**src/rtl/cp0_pkg.sv**
```systemverilog
// Shared CP0 constants: register indices, STATUS/CAUSE bit positions, ExcCodes, vector.
// Build option: define CP0_TIMER_EN to implement COUNT/COMPARE and the IP7 timer interrupt.
package cp0_pkg;

  localparam logic [4:0] REG_COUNT   = 5'd9;
  localparam logic [4:0] REG_COMPARE = 5'd11;
  localparam logic [4:0] REG_STATUS  = 5'd12;
  localparam logic [4:0] REG_CAUSE   = 5'd13;
  localparam logic [4:0] REG_EPC     = 5'd14;

  localparam int ST_IE     = 0;
  localparam int ST_EXL    = 1;
  localparam int ST_IM_LO  = 8;
  localparam int CA_EXC_LO = 2;
  localparam int CA_IP_LO  = 8;
  localparam int CA_IP7    = 15;

  // Only IE, EXL and IM exist in STATUS; everything else reads 0.
  localparam logic [31:0] STATUS_MASK = 32'h0000_ff03;

  typedef enum logic [4:0] {
    EXC_INT     = 5'd0,
    EXC_SYSCALL = 5'd8,
    EXC_BREAK   = 5'd9,
    EXC_TEQ     = 5'd13
  } exc_code_e;

  localparam logic [31:0] DEFAULT_VECTOR = 32'h0040_0004;

endpackage

```
**src/rtl/cp0_timer.sv**
```systemverilog
// COUNT/COMPARE timer: prescaled COUNT, COMPARE, and the sticky IP7 match latch.
// Only instantiated when CP0_TIMER_EN is defined.
module cp0_timer #(
  parameter int TIMER_DIV = 1
) (
  input  logic        in_clk,
  input  logic        in_rst,
  input  logic        count_we,
  input  logic        compare_we,
  input  logic [31:0] wdata,
  output logic [31:0] count,
  output logic [31:0] compare,
  output logic        ip7
);

  localparam int PW = (TIMER_DIV > 1) ? $clog2(TIMER_DIV) : 1;

  logic [PW-1:0] presc;
  logic          tick;
  logic [31:0]   count_inc;

  assign tick      = (presc == PW'(TIMER_DIV - 1));
  assign count_inc = count + 32'd1;

  always_ff @(posedge in_clk or posedge in_rst) begin
    if (in_rst) begin
      presc   <= '0;
      count   <= '0;
      compare <= '0;
      ip7     <= 1'b0;
    end else begin
      if (count_we) begin
        count <= wdata;
        presc <= '0;
      end else if (tick) begin
        count <= count_inc;
        presc <= '0;
      end else begin
        presc <= presc + 1'b1;
      end
      if (compare_we) compare <= wdata;
      // A COMPARE write acknowledges the interrupt even if a match lands on the same edge.
      if (compare_we)
        ip7 <= 1'b0;
      else if (!count_we && tick && count_inc == compare)
        ip7 <= 1'b1;
    end
  end

endmodule

```
**src/rtl/cp0_intc.sv**
```systemverilog
// MIPS coprocessor 0: STATUS/CAUSE/EPC, exceptions, ERET, synchronised external IRQs.
// Build option: define CP0_TIMER_EN to add COUNT/COMPARE and the IP7 timer interrupt.
module cp0_intc
  import cp0_pkg::*;
#(
  parameter int          NUM_IRQ    = 6,
  parameter logic [31:0] EXC_VECTOR = DEFAULT_VECTOR,
  parameter int          TIMER_DIV  = 1
) (
  input  logic               in_clk,
  input  logic               in_rst,
  input  logic               in_mfc0,
  input  logic               in_mtc0,
  input  logic [31:0]        in_pc,
  input  logic [4:0]         in_rdc,
  input  logic [31:0]        in_wdata,
  input  logic               in_exception,
  input  logic               in_eret,
  input  logic [4:0]         in_cause,
  input  logic [NUM_IRQ-1:0] in_irq,
  input  logic               in_stall,
  output logic [31:0]        out_rdata,
  output logic [31:0]        out_status,
  output logic [31:0]        out_eaddr,
  output logic               out_irq_take,
  output logic               out_timer_irq
);

  logic [1:0][NUM_IRQ-1:0] irq_sync;
  logic [31:0] status, epc, cause, count, compare, rd_reg;
  logic [4:0]  exc_code;
  logic [6:0]  ip_ext;
  logic        ip7, pend, wr_ok;

  always_ff @(posedge in_clk or posedge in_rst) begin
    if (in_rst) irq_sync <= '0;
    else        irq_sync <= {irq_sync[0], in_irq};
  end

  assign ip_ext = 7'(irq_sync[1]);
  assign cause  = {16'b0, ip7, ip_ext, 1'b0, exc_code, 2'b00};
  assign pend   = status[ST_IE] & ~status[ST_EXL]
                & |(cause[CA_IP7:CA_IP_LO] & status[ST_IM_LO+7:ST_IM_LO]);

  assign out_irq_take = pend & ~in_stall & ~in_exception & ~in_eret;
  assign wr_ok        = in_mtc0 & ~in_exception & ~out_irq_take & ~in_eret;

`ifdef CP0_TIMER_EN
  cp0_timer #(.TIMER_DIV(TIMER_DIV)) u_timer (
    .in_clk     (in_clk),
    .in_rst     (in_rst),
    .count_we   (wr_ok && in_rdc == REG_COUNT),
    .compare_we (wr_ok && in_rdc == REG_COMPARE),
    .wdata      (in_wdata),
    .count      (count),
    .compare    (compare),
    .ip7        (ip7)
  );
`else
  logic timer_div_unused;
  assign timer_div_unused = (TIMER_DIV > 256);
  assign count   = '0;
  assign compare = '0;
  assign ip7     = 1'b0;
`endif

  always_ff @(posedge in_clk or posedge in_rst) begin
    if (in_rst) begin
      status   <= '0;
      epc      <= '0;
      exc_code <= '0;
    end else if (in_exception) begin
      exc_code <= in_cause;
      // No nesting: a fault inside the handler keeps the original return address.
      if (!status[ST_EXL]) begin
        epc            <= in_pc;
        status[ST_EXL] <= 1'b1;
      end
    end else if (out_irq_take) begin
      epc            <= in_pc;
      exc_code       <= EXC_INT;
      status[ST_EXL] <= 1'b1;
    end else if (in_eret) begin
      status[ST_EXL] <= 1'b0;
    end else if (wr_ok) begin
      if (in_rdc == REG_STATUS) status <= in_wdata & STATUS_MASK;
      if (in_rdc == REG_EPC)    epc    <= in_wdata;
    end
  end

  always_comb begin
    rd_reg = '0;
    case (in_rdc)
      REG_COUNT:   rd_reg = count;
      REG_COMPARE: rd_reg = compare;
      REG_STATUS:  rd_reg = status;
      REG_CAUSE:   rd_reg = cause;
      REG_EPC:     rd_reg = epc;
      default:     rd_reg = '0;
    endcase
  end

  assign out_rdata     = in_mfc0 ? rd_reg : '0;
  assign out_status    = status;
  assign out_eaddr     = in_eret ? epc : EXC_VECTOR;
  assign out_timer_irq = ip7;

endmodule
```
**config.mk**
```make
export PLATFORM = sky130hd
export DESIGN_NAME = cp0_intc
export DESIGN_NICKNAME = d
export VERILOG_FILES = /design/src/rtl/cp0_pkg.sv /design/src/rtl/cp0_timer.sv /design/src/rtl/cp0_intc.sv
export SDC_FILE = /design/constraint.sdc
export NUM_CORES = 1
export LEC_CHECK = 0
export CELL_PAD_IN_SITES_DETAIL_PLACEMENT = 1
export CELL_PAD_IN_SITES_GLOBAL_PLACEMENT = 1
export CORE_MARGIN = 2
export CORE_UTILIZATION = 31
export DETAILED_ROUTE_END_ITERATION = 7
export PLACE_DENSITY = 0.95
export SETUP_SLACK_MARGIN = 0.4
export SLEW_MARGIN = 5
export SYNTH_ARGS = -nofsm -noshare
export SYNTH_HDL_FRONTEND = slang
export SYNTH_SLANG_ARGS = --single-unit
```
**constraint.sdc**
```tcl
create_clock -name in_clk -period 3.25 [get_ports in_clk]
set_input_delay 0.65 -clock in_clk [delete_from_list [all_inputs] [get_ports in_clk]]
set_output_delay 0.65 -clock in_clk [all_outputs]
set_load 0.005 [all_outputs]
```
==> Flow_metrics.wiki, run 1 <==
{| class="wikitable"
! Metric !! Value
|-
| Result of the run || finished clean
|-
| Most common cell in the synthesized netlist || dfrtp_1
|-
| Routability congestion estimate from global placement || 0.813
|-
| Area post-placement || 5280 um2
|-
| I/O pin count || 185
|-
| Class of the most critical setup path || input pin to output port
|-
| Final hold vios || 0
|-
| CP Depth || 7
|-
| Upper clock frequency limit || 352 MHz
|-
| Wire length reported by the detailed router || 14.2 mm
|-
| Share of the clock period used by the worst path || 0.875
|-
| CTS tree || built
|-
| Area of the die || 12,300 um2
|-
| Mean number of vias per cell || 5.24
|-
| First-pass iteration count of the detailed router || 4
|-
| Termination of the worst setup path || out_rdata[12]
|-
| Clock slew at reported path FFs || 60 ps
|-
| R2R Path Start || out_status[11]$_DFFE_PP0P_
|-
| Class of the most critical hold timing path || flip-flop to flip-flop
|-
| Core ar. || 11,300 um2
|-
| Slowest cell on the critical path || clkdlybuf4s50_1
|-
| Top post-synthesis cells by count || dfrtp_1 (59), and2_1 (47), nor2_1 (35), buf_4 (23)
|-
| Number of warnings issued by yosys || 0
|-
| 1st-iter DRT viols || 135
|-
| Root cell of the clock tree || clkbuf_16
|-
| Clock buffer depth || 2
|-
| Sequential cell area fraction in the yosys report || 0.418
|-
| Number of cells on the worst reg-to-reg path || 6
|-
| Number of standard cells after synthesis || 369
|-
| Setup slack, reg-to-reg || 850 ps
|-
| Mean routed wirelength per cell || 20.4 um
|-
| Instance count after placement with tap cells included || 665
|-
| Post-synth design cell area || 3540 um2
|-
| Highest fanout seen on the critical path || 9
|-
| CP endpoint kind || output port
|-
| Via count of the first global-routing pass || 4,037
|-
| Number of unique standard cell types used by synthesis || 39
|-
| Power density cells || 434 nW/um2
|-
| Worst-Margin Slew || 994 ps
|-
| Number of DRC violations after detailed routing || 0
|-
| Vias after detailed routing || 3,640
|-
| Area Overhead vs Synth || 61.9%
|-
| Detailed placement HPWL || 10.5 mm
|-
| Unrepaired setup endpoints after global routing || true
|-
| Number of nets still failing antenna checks after routing || 0
|-
| Setup violation total in the final timing report || 0
|-
| Total leakage power || 2.47 nW
|-
| Synth Area per Inst || 9.58 um2
|-
| GR Util All Layers || 0.233
|-
| Worst Setup Start Kind || input pin
|-
| Arrival @ worst endpoint || 2190 ps
|-
| Post-cts hold buffer count || 0
|-
| Number of buffers created by CTS || 9
|-
| Worst VDD drop || 0.000256 V
|-
| Vertical extent of the die || 111 um
|-
| Family with the most delay on the worst path || buffers and inverters
|-
| Proportion of netlist area held by the largest area contributor || 0.418
|-
| Number of fill cells || 1,294
|-
| Count of flip-flops with a built-in enable after synthesis || 0
|-
| Leading post-synthesis cells by cell area || dfrtp_1 (42%), and2_1 (8.3%), buf_4 (4.9%), a221oi_2 (4.2%), o22a_1 (4.2%)
|-
| CP Buf/Inv Count || 4
|-
| Setup Total Neg Slack || 0 ps
|-
| Register bit total from synthesis || 59
|-
| Max-slew violation count || 0
|-
| Share of final-layout standard cells stronger than drive strength 1 || 0.180
|-
| Endpoint of the worst register-to-register path || epc[16]$_DFFE_PP0P_
|-
| Antenna diodes || 0
|-
| Total number of clock tree sinks || 59
|-
| Final non-filler cell area || 5730 um2
|-
| Chain of cells forming the critical path || dlygate4sd2_1 > buf_12 > nor2b_2 > buf_4 > a21oi_1 > nor2_1 > clkdlybuf4s50_1
|-
| Worst-skew pair later-pin latency || 320 ps
|-
| Launch point of the worst path || in_rdc[1]
|-
| Non-filler instance count after layout || 694
|-
| Post-synth top area cell || dfrtp_1
|-
| Nets || 633
|-
| Hold path startpoint || irq_sync[4]$_DFF_PP0_
|-
| Effective utilization at floorplan || 0.314
|-
| Utilization after layout || 0.508
|-
| Number of violations of the max-capacitance limit || 0
|-
| Row count || 39
|-
| First-pass GRT wire length || 22.6 mm
|-
| Slew headroom || 0.336
|-
| Initial antenna violation count || 0
|-
| Overflow after GRT || 0
|-
| Min Clock Period, post-route || 2840 ps
|-
| Asr flop ratio synth || 1.00
|-
| Clk_skew || 10.2 ps
|-
| Maximum number of pins on one net before global-route repair || 33
|-
| Count of input and output buffers || 161
|-
| Most common flop cell mapped by yosys || dfrtp_1
|-
| Width of the die || 111 um
|-
| CP required || 2600 ps
|-
| H-tree depth || 3
|-
| Delay contributed by the slowest stage of the critical path || 520 ps
|}
## worst register-to-register path, stage by stage, from the launching register on
cell      delay [ps]
dfrtp_1          420
a22oi_1          390
a31oi_4          160
buf_4            170
buf_4            140
a21boi_4         760
o2bb2a_1         290
## cell type report
| cell class | count | area (um2) | area share |
|---|---|---|---|
| Multi-Input combinational cell | 258 | 1810 | 0.316 |
| Clock inverter | 6 | 65.1 | 0.0114 |
| Clock buffer | 10 | 239 | 0.0417 |
| Timing Repair Buffer | 198 | 1880 | 0.329 |
| Tap cell | 143 | 179 | 0.0313 |
| Inverter | 20 | 75.1 | 0.0131 |
| Sequential cell | 59 | 1480 | 0.258 |
## repair_timing
item	in CTS	in global routing
setup buffers	11	1
setup endpoints to repair	34	16
gates cloned	1	0
resized for setup	50	20
pin swaps	2	1
## cells in the final DEF, fill, tap and decap left out, types with 3 or more instances in the layout
| cell | count |
|---|---|
| inv_1 | 18 |
| a22oi_1 | 8 |
| mux2_2 | 9 |
| a2bb2oi_1 | 14 |
| dlygate4sd2_1 | 15 |
| and2_4 | 3 |
| dfrtp_1 | 59 |
| buf_6 | 6 |
| nor2_1 | 35 |
| o22a_1 | 17 |
| conb_1 | 23 |
| o22ai_1 | 15 |
| buf_2 | 3 |
| clkdlybuf4s50_1 | 133 |
| mux2i_1 | 11 |
| nor4_1 | 17 |
| buf_4 | 31 |
| nor3_2 | 4 |
| a21oi_1 | 6 |
| o21ai_0 | 5 |
| a221oi_2 | 10 |
| a221oi_1 | 7 |
| clkbuf_16 | 9 |
| clkbuf_2 | 4 |
| nand2_1 | 11 |
| and2_1 | 44 |
## per-layer routing
layer	global-route usage	vias to the layer above	part of all wire
met2	0.413	161	0.52
met4	0.0775	0	0.024
met1	0.277	1814	0.39
met3	0.0574	26	0.060
met5	0	-	0
li1	-	1639	-
## cell families (layout without fill, tap and decap cells)
| logic type | Yosys count | after routing | synth area share |
|---|---|---|---|
| DFF | 59 | 59 | 0.418 |
| other | 1 | 23 | 0.00106 |
| and+or+nand+nor | 127 | 127 | 0.199 |
| AOI/OAI and AO/OA | 88 | 88 | 0.208 |
| muxes | 20 | 20 | 0.0598 |
| buffers and inverters | 74 | 234 | 0.115 |
## power by group
group,internal (mW),switching (mW),total [mW]
clock,0.614,0.357,0.971
sequential,0.829,0.0951,0.924
combinational,0.352,0.241,0.593
total,1.79,0.693,2.49
## state kept, by name, summed over array words and instances, names as in the netlist
name,count
epc,32
out_status,10
cause,6
irq_sync,6
exc_code,5
## per-stage QoR
step	hold slack, ps	power (mW)	worst slack (ps)
floorplan	331	1.20	670
finish	347	2.49	406
global placement	332	1.48	41.0
CTS	348	2.50	350
detailed placement	336	1.52	-46.5
global route	358	2.61	321
## worst min path at each step
stage,endpoint,depth (start not counted)
after global routing,cause[11]$_DFF_PP0_,0
final,cause[12]$_DFF_PP0_,0
after detailed placement,cause[12]$_DFF_PP0_,0
after floorplan,cause[10]$_DFF_PP0_,0
after global placement,cause[12]$_DFF_PP0_,0
after CTS,cause[12]$_DFF_PP0_,0
(Power assumes the default switching activity.)
==> run 2: changes to the inputs <==
--- a/config.mk
+++ b/config.mk
@@ -7,6 +7,7 @@
 export LEC_CHECK = 0
 export CELL_PAD_IN_SITES_DETAIL_PLACEMENT = 1
 export CELL_PAD_IN_SITES_GLOBAL_PLACEMENT = 1
+export CORE_ASPECT_RATIO = 1.2
 export CORE_MARGIN = 2
 export CORE_UTILIZATION = 31
 export DETAILED_ROUTE_END_ITERATION = 7
==> run 2 against run 1 <==
Compared with the run above: first-iteration DRC count shrank 23%; worst hold slack hardly changed; core utilization about the same; sequential share of layout area rose by 0.41 points; final area decreased by 1.6%; clock skew decreased by 5.8 ps; via count shrank 1.4%; sequential power is essentially flat; sequential cell count stayed put; register-to-register slack worse by 60 ps; critical path depth down 1.
==> Flow_metrics.wiki, run 2 (synthesis gave the netlist of run 1 again) <==
{| class="wikitable"
! Metric !! Value
|-
| Upper clock frequency limit || 366 MHz
|-
| Family with the most delay on the worst path || buffers and inverters
|-
| Max-slew violation count || 0
|-
| Largest register by flop count || epc
|-
| H-tree depth || 3
|-
| Highest fanout seen on the critical path || 11
|-
| First-pass iteration count of the detailed router || 4
|-
| Routability congestion estimate from global placement || 0.812
|-
| Setup slack, reg-to-reg || 790 ps
|-
| Area of the die || 12,300 um2
|-
| Arrival @ worst endpoint || 2080 ps
|-
| Initial antenna violation count || 0
|-
| Mean routed wirelength per cell || 19.2 um
|-
| Largest register FFs || 32
|-
| Delay contributed by the slowest stage of the critical path || 510 ps
|-
| Final hold vios || 0
|-
| Final non-filler cell area || 5640 um2
|-
| Chain of cells forming the critical path || dlygate4sd2_1 > nor2b_1 > buf_4 > a21oi_1 > nor2_2 > clkdlybuf4s50_1
|-
| Result of the run || finished clean
|-
| Wire length reported by the detailed router || 13.5 mm
|-
| Worst Setup Start Kind || input pin
|-
| Class of the most critical hold timing path || flip-flop to flip-flop
|-
| CP Buf/Inv Count || 3
|-
| Via count of the first global-routing pass || 4,035
|-
| Commonest non-fill, non-tap cell in the layout || clkdlybuf4s50_1
|-
| Number of nets still failing antenna checks after routing || 0
|-
| Number of violations of the max-capacitance limit || 0
|-
| Clock slew at reported path FFs || 50 ps
|-
| Setup violation total in the final timing report || 0
|-
| Class of the most critical setup path || input pin to output port
|-
| Number of fill cells || 1,260
|-
| Hold Path Cell Cnt || 0
|-
| I/O pin count || 185
|-
| Hold path startpoint || irq_sync[3]$_DFF_PP0_
|-
| Area post-placement || 5280 um2
|-
| End of the worst hold path || cause[11]$_DFF_PP0_
|-
| CTS tree || built
|-
| Worst-skew pair later-pin latency || 330 ps
|-
| Overflow after GRT || 0
|-
| Unrepaired setup endpoints after global routing || false
|-
| Mean number of vias per cell || 5.11
|-
| First-pass GRT wire length || 20.9 mm
|-
| Total leakage power || 2.52 nW
|-
| CP endpoint kind || output port
|-
| Core ar. || 11,100 um2
|-
| Number of cells on the worst reg-to-reg path || 6
|-
| Antenna diodes || 0
|-
| Clock buffer depth || 2
|-
| Total number of clock tree sinks || 59
|-
| CP required || 2600 ps
|-
| Nets || 630
|-
| Area Overhead vs Synth || 59.4%
|-
| Setup Total Neg Slack || 0 ps
|-
| Share of the clock period used by the worst path || 0.841
|-
| Width of the die || 101 um
|-
| Area of the multi-input gates || 1790 um2
|-
| Maximum number of pins on one net before global-route repair || 34
|-
| Min Clock Period, post-route || 2730 ps
|-
| CP Depth || 6
|-
| Power density cells || 421 nW/um2
|-
| Endpoint of the worst register-to-register path || epc[16]$_DFFE_PP0P_
|-
| Vertical extent of the die || 121 um
|-
| Worst-Margin Slew || 983 ps
|-
| Count of input and output buffers || 161
|-
| Row count || 42
|-
| Slew headroom || 0.343
|-
| Slowest cell on the critical path || clkdlybuf4s50_1
|-
| Root cell of the clock tree || clkbuf_16
|-
| Vias after detailed routing || 3,590
|-
| R2R Path Start || out_status[10]$_DFFE_PP0P_
|-
| Effective utilization at floorplan || 0.319
|-
| 1st-iter DRT viols || 104
|-
| Number of buffers created by CTS || 9
|-
| Area used by sequential logic in the layout || 1480 um2
|-
| Detailed placement HPWL || 10.4 mm
|-
| Post-layout power || 2.37 mW
|-
| Number of DRC violations after detailed routing || 0
|-
| Most used cells in the layout excluding fill and tap cells || clkdlybuf4s50_1 (122), dfrtp_1 (59), and2_1 (47), nor2_1 (32), buf_4 (30)
|-
| GR Util All Layers || 0.224
|-
| Share of final-layout standard cells stronger than drive strength 1 || 0.155
|-
| Clk_skew || 4.34 ps
|-
| Worst VDD drop || 0.000217 V
|-
| Worst hold slack across all endpoints || 347 ps
|}
## run 2: final cells by class
class                   count  share of cell area
inverters                  20              0.0133
clock inverters             2             0.00178
multi-input cells         258               0.317
clock buffers              14              0.0468
flip-flops and latches     59               0.262
repair buffers            195               0.325
well taps                 154              0.0342
## run 2: worst max-delay path by stage
stage,endpoint,startpoint
floorplan,out_irq_take,in_stall
global placement,epc[13]$_DFFE_PP0P_,in_rdc[1]
detailed placement,out_rdata[19],in_mfc0
CTS,out_rdata[13],in_rdc[2]
global route,out_rdata[9],in_rdc[0]
finish,out_rdata[12],in_rdc[0]
## run 2: layer usage
metal / global-route usage / routed length, um / up-vias
met5: 0 / 0 / -
li1: - / - / 1630
met1: 0.249 / 5060 / 1770
met2: 0.402 / 7150 / 159
met3: 0.0559 / 878 / 31
met4: 0.0921 / 370 / 0
## run 2: timing repair
action                                  CTS  global route
hold buffers                              0             0
pin swaps                                 3             2
endpoints found under the setup margin   33            43
resized for setup                        46            18
buffers inserted                          8             1
cloned                                    1             0
## run 2: per-stage QoR
step | utilization | std cells | worst slack, ps
after floorplan | - | 391 | 670
after global placement | 0.477 | 676 | 176
after detailed placement | 0.477 | 676 | 106
after CTS | 0.508 | 701 | 280
after global routing | 0.508 | 702 | 403
final | 0.508 | 702 | 518
## run 2: power breakdown
part	switching [mW]	internal (mW)
Combinational	0.235	0.350
Sequential	0.0912	0.830
Clock	0.314	0.554
## run 2: worst reg2reg max path, delay by kind of cell (launching register included)
family | cells | cell delay (ps)
flip-flops | 1 | 410
AO/OA/AOI/OAI | 4 | 1680
buffers and inverters | 2 | 310
==> run 3: changes to the inputs <==
--- a/config.mk
+++ b/config.mk
@@ -9,9 +9,9 @@
 export CELL_PAD_IN_SITES_GLOBAL_PLACEMENT = 1
 export CORE_ASPECT_RATIO = 1.2
 export CORE_MARGIN = 2
-export CORE_UTILIZATION = 31
+export CORE_UTILIZATION = 26
 export DETAILED_ROUTE_END_ITERATION = 7
-export PLACE_DENSITY = 0.95
+export PLACE_DENSITY = 0.87
 export SETUP_SLACK_MARGIN = 0.4
 export SLEW_MARGIN = 5
 export SYNTH_ARGS = -nofsm -noshare
==> constraint.sdc (replaced) <==
create_clock -name in_clk -period 2.2 [get_ports in_clk]
set_input_delay 0.44 -clock in_clk [delete_from_list [all_inputs] [get_ports in_clk]]
set_output_delay 0.44 -clock in_clk [all_outputs]
set_load 0.005 [all_outputs]
==> run 3 against run 2 <==
Compared with the run above: clock skew is 0.70 ps higher; setup slack worse by 490 ps; die area increased by 18%; sequential share of layout area down 5.4 points; core utilization is 3.0 points higher; critical endpoint is now out_rdata[22]; first-iteration DRC count up 110%; highest routed layer unchanged; count of clock-buffer cells in the layout is 5 lower; largest cell class unchanged.
==> Flow_metrics.wiki, run 3 (synthesis gave the netlist of run 1 again) <==
{| class="wikitable"
! Metric !! Value
|-
| Result of the run || finished clean
|-
| CP endpoint kind || output port
|-
| Number of nets still failing antenna checks after routing || 0
|-
| CTS tree || built
|-
| Nets || 710
|-
| Arrival @ worst endpoint || 1740 ps
|-
| Mean routed wirelength per cell || 23.6 um
|-
| Final hold vios || 0
|-
| PnR worst setup slack || 23.8 ps
|-
| Vias after detailed routing || 4,116
|-
| GR Util All Layers || 0.229
|-
| Hold Path Cell Cnt || 0
|-
| Pre-CTS WS || -511 ps
|-
| Clock buffer depth || 2
|-
| Class of the most critical setup path || input pin to output port
|-
| Number of fill cells || 1,403
|-
| Maximum number of pins on one net before global-route repair || 45
|-
| Share of the clock period used by the worst path || 0.989
|-
| Power density cells || 619 nW/um2
|-
| Class of the most critical hold timing path || flip-flop to flip-flop
|-
| Min Clock Period, post-route || 2180 ps
|-
| Row count || 46
|-
| Final non-filler cell area || 7130 um2
|-
| Endpoint of the worst register-to-register path || out_status[11]$_DFFE_PP0P_
|-
| Max-slew violation count || 0
|-
| Area post-placement || 5530 um2
|-
| I/O pin count || 185
|-
| Number of DRC violations after detailed routing || 0
|-
| Core ar. || 13,200 um2
|-
| End of the worst hold path || cause[9]$_DFF_PP0_
|-
| Antenna diodes || 0
|-
| Hold path startpoint || irq_sync[1]$_DFF_PP0_
|-
| Unrepaired setup endpoints after global routing || true
|-
| Slew headroom || 0.639
|-
| Worst VDD drop || 0.000329 V
|-
| 1st-iter DRT viols || 217
|-
| Number of buffers created by CTS || 9
|-
| Width of the die || 110 um
|-
| Total number of clock tree sinks || 59
|-
| R2R Path Start || out_status[9]$_DFFE_PP0P_
|-
| Area of the die || 14,600 um2
|-
| Worst Setup Start Kind || input pin
|-
| Initial antenna violation count || 0
|-
| Worst-Margin Slew || 537 ps
|-
| Share of final-layout standard cells stronger than drive strength 1 || 0.438
|-
| Routability congestion estimate from global placement || 0.833
|-
| Vertical extent of the die || 132 um
|-
| Post-layout power || 4.41 mW
|-
| Number of cells on the worst reg-to-reg path || 7
|-
| Overflow after GRT || 0
|-
| H-tree depth || 3
|-
| Worst-skew pair later-pin latency || 330 ps
|-
| Clock slew at reported path FFs || 50 ps
|-
| Mean number of vias per cell || 5.17
|-
| Root cell of the clock tree || clkbuf_16
|-
| Number of violations of the max-capacitance limit || 0
|-
| Clk_skew || 5.04 ps
|-
| First-pass GRT wire length || 25.7 mm
|-
| Setup slack, reg-to-reg || 120 ps
|-
| Upper clock frequency limit || 460 MHz
|-
| Effective utilization at floorplan || 0.267
|-
| Detailed placement HPWL || 10.8 mm
|-
| Commonest non-fill, non-tap cell in the layout || clkdlybuf4s50_1
|-
| CP required || 1760 ps
|-
| Area Overhead vs Synth || 102%
|-
| Via count of the first global-routing pass || 4,500
|-
| Largest register FFs || 32
|-
| Largest register by flop count || epc
|-
| First-pass iteration count of the detailed router || 4
|-
| Total leakage power || 3.20 nW
|-
| Highest fanout seen on the critical path || 8
|-
| Most used cells in the layout excluding fill and tap cells || clkdlybuf4s50_1 (89), buf_4 (61), dfrtp_1 (52), buf_6 (46), and2_1 (32)
|-
| Wire length reported by the detailed router || 18.8 mm
|-
| Utilization after layout || 0.539
|-
| Setup violation total in the final timing report || 0
|-
| Count of input and output buffers || 161
|}
## run 3: through the flow
| stage | setup TNS [ps] | hold WS [ps] | instances |
|---|---|---|---|
| after detailed placement | -32190 | 337 | 707 |
| after floorplan | 0 | 331 | 391 |
| final | 0 | 348 | 796 |
| after CTS | 0 | 349 | 771 |
| after global placement | -27750 | 336 | 707 |
| after global routing | -350 | 357 | 796 |
## run 3: report_power, final
part | switching, mW | internal [mW] | leakage (nW)
Clock | 0.540 | 1.22 | 0.172
Combinational | 0.540 | 0.735 | 2.33
Sequential | 0.149 | 1.23 | 0.700
Total | 1.23 | 3.18 | 3.20
## run 3: critical path, cell delays in order
cell and delay, ps:
buf_6 90, nand4b_1 210, buf_4 180, nor3b_4 210, buf_4 150, buf_6 110, buf_16 120, and2_4 140
buf_6 80
## run 3: repair_timing
| action | CTS | global route |
|---|---|---|
| hold buffers | 0 | 0 |
| pin swaps | 27 | 30 |
| endpoints found under the hold margin | 0 | 0 |
| setup buffers | 41 | 22 |
| cloned | 7 | 3 |
| gates resized for setup | 284 | 90 |
| endpoints found under the setup margin | 111 | 97 |
## run 3: worst max path at each step
| stage | slack (ps) | endpoint | startpoint |
|---|---|---|---|
| after floorplan | 120 | epc[0]$_DFFE_PP0P_ | in_eret |
| after global placement | -520 | out_irq_take | in_stall |
| after detailed placement | -510 | out_irq_take | in_stall |
| after CTS | 80 | out_rdata[21] | in_rdc[4] |
| after global routing | -50 | out_rdata[25] | in_rdc[4] |
| final | 20 | out_rdata[22] | in_rdc[4] |
## run 3: layout make-up
cell class / instances / area (um2) / area share
timing repair buffer: 275 / 2800 / 0.393
multi-input combinational: 258 / 2190 / 0.307
sequential: 59 / 1490 / 0.208
clock buffer: 9 / 225 / 0.0316
tap: 168 / 210 / 0.0295
clock inverter: 7 / 140 / 0.0197
inverter: 20 / 78.8 / 0.0111
## run 3: layer usage
metal / up-vias / wire length (um) / global-route usage
met1: 2054 / 6480 / 0.235
met3: 50 / 1320 / 0.0602
met4: 0 / 861 / 0.142
met5: - / 0 / 0
li1: 1784 / - / -
met2: 228 / 10100 / 0.415
